File: config.mk
export PLATFORM = sky130hd
export DESIGN_NAME = binary_to_bcd
export DESIGN_NICKNAME = d
export VERILOG_FILES = /design/src/rtl/binary_to_bcd.sv
export SDC_FILE = /design/constraint.sdc
export NUM_CORES = 1
export LEC_CHECK = 0
export BUFFER_PORTS_ARGS = -buffer_cell sky130_fd_sc_hd__buf_2
export CAP_MARGIN = 0
export CELL_PAD_IN_SITES_DETAIL_PLACEMENT = 1
export CELL_PAD_IN_SITES_GLOBAL_PLACEMENT = 1
export CORE_MARGIN = 5
export CORE_UTILIZATION = 42
export DETAILED_ROUTE_END_ITERATION = 10
export GPL_TIMING_DRIVEN = 0
export PLACE_DENSITY_LB_ADDON = 0.12
export SLEW_MARGIN = 20
export SYNTH_ARGS = -nofsm -noshare
export SYNTH_HDL_FRONTEND = slang
export SYNTH_SLANG_ARGS = --single-unit
File: constraint.sdc
create_clock -name clk -period 7.5 [get_ports clk]
set_input_delay 0.375 -clock clk [delete_from_list [all_inputs] [get_ports clk]]
set_output_delay 0.375 -clock clk [all_outputs]
set_load 0.01 [all_outputs]
File: src/rtl/binary_to_bcd.sv
// binary_to_bcd: combinational double-dabble conversion with a registered output stage
module binary_to_bcd #(
    parameter int IN_WIDTH = 8,
    parameter int DIGITS   = 3
) (
    input  logic                  clk,
    input  logic                  rst,
    input  logic [IN_WIDTH-1:0]   in,
    input  logic                  in_valid,
    output logic [4*DIGITS-1:0]   out,
    output logic                  out_valid
);
    logic [4*DIGITS-1:0] bcd;
    always_comb begin
        bcd = '0;
        for (int i = IN_WIDTH - 1; i >= 0; i--) begin
            for (int d = 0; d < DIGITS; d++)
                bcd[4*d +: 4] = (bcd[4*d +: 4] >= 4'd5) ? bcd[4*d +: 4] + 4'd3 : bcd[4*d +: 4];
            bcd = {bcd[4*DIGITS-2:0], in[i]};
        end
    end
    always_ff @(posedge clk) begin
        if (rst) begin
            out       <= '0;
            out_valid <= 1'b0;
        end else begin
            out_valid <= in_valid;
            if (in_valid) out <= bcd;
        end
    end
endmodule

# == Yosys cells after proc, flatten, opt, wreduce, memory -nomap -nowiden ==
# Cells that the tools add are included.
# Widths: inputs -> output; s select.
# word_totals
register_bits,11
input_bits,11
output_inout_bits,13
wordCells,23
# op_classes
add_sub_neg,7
n_lt_le_gt_ge,7
mux,7
# ops
cell,n
$mux 4,7
$add 4x2->4 const B,5
$ge 4x3->1 const B,5
$add 3x2->4 const B,2
$ge 3x3->1 const B,2

# == Logic depth before layout (Yosys ltp) ==
# logic_depth
depth_word,10
ltp_mapped,20
ltp_nobuf,20

# == Least setup slack after synthesis ==
# OpenSTA, ideal clock, no wires.
# synth_path
kind,input -> register
from,in in[6]
to,reg out[6]
arrival_time_ns,4.377
required_ns,7.409
path_slack_ns,3.033
cell_stages,20
n_path_buf,0
path_cell_list,inv_1 > ha_1 > o21ai_1 > xnor2_4 > ha_1 > nand2b_1 > a32oi_4 > xnor2_1 > inv_2 > ha_1 > nand2b_1 > o2111ai_1 > o21a_1 > inv_1 > ha_1 > o31ai_1 > mux2i_1 > mux2_2 > or3b_1 > a311oi_1
# synth_between
elab_chain_len,10
word_cells_on_any_way,18
cone_classes,add/sub: 6; order compare: 6; mux: 6
# synth_lines
item,line_no,rtl
from (decl),8,"input logic [IN_WIDTH-1:0] in,"
$add 3x2->4 / $ge 3x3->1 (equally long branches),18,bcd[4*d +: 4] = (bcd[4*d +: 4] >= 4'd5) ? bcd[4*d +: 4] + 4'd3 : bcd[4*d +: 4];
$mux 4 (*),18,
$add 4x2->4 / $ge 4x3->1 (equally long branches),18,
$mux 4,18,
$ge 4x3->1 / $add 4x2->4 (equally long branches),18,
$mux 4,18,
"$add 4x2->4, or another cell as far along",18,
$mux 4,18,
$add 4x2->4 / $ge 4x3->1 (equally long branches),18,
$mux 4 (*),18,
to (signal assigned),24,out <= '0;
to (signal assigned),28,if (in_valid) out <= bcd;
to (decl),10,"output logic [4*DIGITS-1:0] out,"
# Mark *: on every way between the ends. The rest lies on a longest branch, timed or not.
# A chain may end at the register's enable or synchronous reset.

# == Worst setup path after layout ==
# Ends and elaborated chain as after synthesis.

==> results.py <==
metrics = {
    "floorplanning": {
        "die_w_um": 67.7,
        "die_h_um": 67.7,
        "initial_core_util_pct": 42.6,
        "ios": 24,
        "core_um2": 3280,
        "rows": 21,
        "die_area_um2": 4590,
    },
    "worst_setup_path": {
        "cp-start-kind": "input port",
        "worstPathArrival_ns": 5.31,
        "worstSetupPathType": "in -> reg",
        "critPathSlowestCell": "a32oi_4",
        "rr_worst_depth": 3,
        "critical_path_required_ns": 7.68,
        "r2r-end": "out[2]",
        "cp-end-kind": "flip-flop",
        "r2r-start": "out[2]",
        "crit_top_cell": "ha_1",
        "crit_chain": "buf_2 > inv_1 > ha_1 > o21ai_1 > xnor2_4 > ha_1 > nand2b_1 > a32oi_4 > xnor2_1 > inv_2 > ha_1 > nand2b_1 > o2111ai_1 > o21a_1 > inv_1 > ha_1 > nor3_1 > o211ai_1 > a21oi_2 > or3b_1 > a311oi_1",
        "cp_num_buf_inv": 4,
        "worst_path_largest_cell_delay_ns": 0.38,
        "reg2reg_slack_ns": 6.46,
        "cp_max_fo": 8,
        "crit_family": "compound AO/OA/AOI/OAI gates",
    },
    "synthesis": {
        "ys_ff_latch": 11,
        "syn_avg_cell_area_um2": 7.91,
        "synth_cells": 177,
        "synth_area_um2": 1400,
        "yosys_warnings": 0,
        "synth_edf_count": 0,
        "async_flop_share_pct": 0,
        "yosysUniqueCellTypes": 65,
        "seq_area_frac_synth_pct": 15.7,
        "synth_ff_type": "dfxtp_1",
    },
    "hold_path": {
        "hold_depth": 3,
        "min_to": "out[0]",
        "min_from": "in[0]",
        "hold_class": "in -> reg",
    },
    "sta": {
        "slew_headroom_pct": 61.6,
        "drv_slew": 0,
        "whs_ns": 0.360,
        "max_freq_mhz": 195,
        "setup_viol": 0,
        "rsz0062_at_grt": "no",
        "worstMarginPinSlew_ns": 0.572,
        "fin_skew_ns": 0,
        "tns_ns": 0,
        "period_share_pct": 68.5,
        "period_needed_ns": 5.14,
        "finalHoldViolCount": 0,
    },
    "clock_network": {
        "cts_resized": 0,
        "cts_buffer_depth": 2,
        "h-tree-depth": 1,
        "post_cts_buffers": 0,
        "cts_buffers": 3,
        "cts.sinks": 11,
        "cts-root-buf": "clkbuf_4",
        "hold_buffers": 0,
        "cts.clk_slew.worst_paths_ns": 0.07,
        "cts_tree": "built",
        "insertion_delay_ns": 0.26,
    },
    "place": {
        "place.gp.congestion": 0.901,
        "hpwlAfterDp_um": 3090,
        "port_buffers": 20,
    },
    "pwr": {
        "power_density_nw_per_um2": 181,
        "switching_power_uw": 129,
        "p_leak_uw": 0.000666,
        "power_frac_clock_pct": 13.5,
        "power_frac_seq_pct": 24.5,
        "p_int_uw": 158,
        "comb_power_share_pct": 62.0,
        "swShare_pct": 44.9,
        "ir_drop_v": 0.0000978,
    },
    "global_routing": {
        "grt_pass1_vias": 1430,
        "grtUsageTotal_pct": 17.6,
        "grt_pass1_wl_um": 6480,
        "gr-total-overflow": 0,
        "antenna_found_initial": 0,
        "grt_start_max_net_pins": 11,
    },
    "detailed_routing": {
        "routed_wl_um": 3850,
        "first_iter_violations": 76,
        "route.met3.wl_um": 103,
        "drc_errors": 0,
        "antenna_left": 0,
        "wire_per_inst_um": 15.5,
        "drt-pass1-iter-count": 4,
        "num_vias": 1452,
        "topRoutingLayerUsed": "met4",
        "vias_per_cell": 5.85,
        "wl_met2_um": 1950,
        "wl_met1_um": 1780,
    },
    "finish": {
        "design.final.nets": 222,
        "layout_common_cells": "buf_2 (21), nor2_1 (14), nand2_1 (12)",
        "mostFrequentLayoutCell": "buf_2",
        "syn_to_final_growth_pct": 13.4,
        "n_antenna_cell": 0,
        "drive_above_1_share_pct": 21.3,
    },
    "job": {
        "cap_violations": 0,
    },
    "status": {
        "status": "finished clean",
    },
}
[cell type report]
| cell class | instances | area (um2) |
|---|---|---|
| inverter | 9 | 33.8 |
| tap | 46 | 57.6 |
| fill | 429 | 1700 |
| buffer | 10 | 50.0 |
| multi-input combinational | 148 | 1100 |
| clock buffer | 4 | 26.3 |
| sequential | 11 | 220 |
| timing repair buffer | 20 | 100 |
[cells by family after synthesis]
family                     share of synthesized area [%]
and+or+nand+nor                                     27.3
other                                              0.268
DFF                                                 15.7
xor gates and xnor gates                            3.22
muxes                                               7.77
adders and majority gates                           7.15
AOI/OAI and AO/OA                                   32.6
buffers and inverters                               5.99
[power by group through the flow]
stage | sequential (uW) | combinational (uW) | clock [uW]
3_3_place_gp | 71.3 | 169 | 0
4_1_cts | 70.3 | 178 | 40.7
6_report | 70.3 | 178 | 38.9
5_1_grt | 71.1 | 196 | 44.3
3_5_place_dp | 71.7 | 178 | 0
2_1_floorplan | 75.8 | 128 | 0
[registers in the layout, indices dropped and copies added (netlist names)]
signal and flops:
out 10, out_valid 1
[stage by stage]
step	power, uW	cells	setup WS [ns]	area, um2	util (%)
6_report	287	248	2.36	1590	48.3
5_1_grt	312	248	2.06	1590	48.3
4_1_cts	289	248	2.34	1590	48.3
3_5_place_dp	250	244	2.09	1560	47.5
3_3_place_gp	240	244	2.30	1560	47.5
2_1_floorplan	204	178	3.03	1400	-
[layer usage]
metal	vias up	track usage [%]
met3	2	2.66
met1	709	23.5
met2	21	31.0
met4	0	1.27
li1	720	-
met5	-	0
[worst reg2reg max path, stage by stage, from the launching register on]
cell and delay [ns]:
dfxtp_1 0.33, o21bai_1 0.08, or4b_1 0.47, nand3_1 0.10
[cell usage after synthesis, types with 5 or more instances]
master,count,area (um2)
clkbuf_1,5,18.8
inv_1,8,30.0
ha_1,8,100
dfxtp_1,11,220
mux2i_1,6,60.1
nand3_1,7,35.0
o21ai_0,11,55.1
a31oi_1,5,31.3
nor2_1,14,52.6
nand2_1,12,45.0
[how the worst max path moves through the flow]
| stage | start | to | slack (ns) | cells past startpoint |
|---|---|---|---|---|
| 5_1_grt | in[6] | out[6] | 2.06 | 21 |
| 3_5_place_dp | in[6] | out[6] | 2.09 | 21 |
| 6_report | in[6] | out[6] | 2.36 | 21 |
| 4_1_cts | in[6] | out[6] | 2.34 | 21 |
| 3_3_place_gp | in[6] | out[6] | 2.30 | 21 |
| 2_1_floorplan | in[6] | out[6] | 3.03 | 20 |
Power figures use the tool's default switching activity.
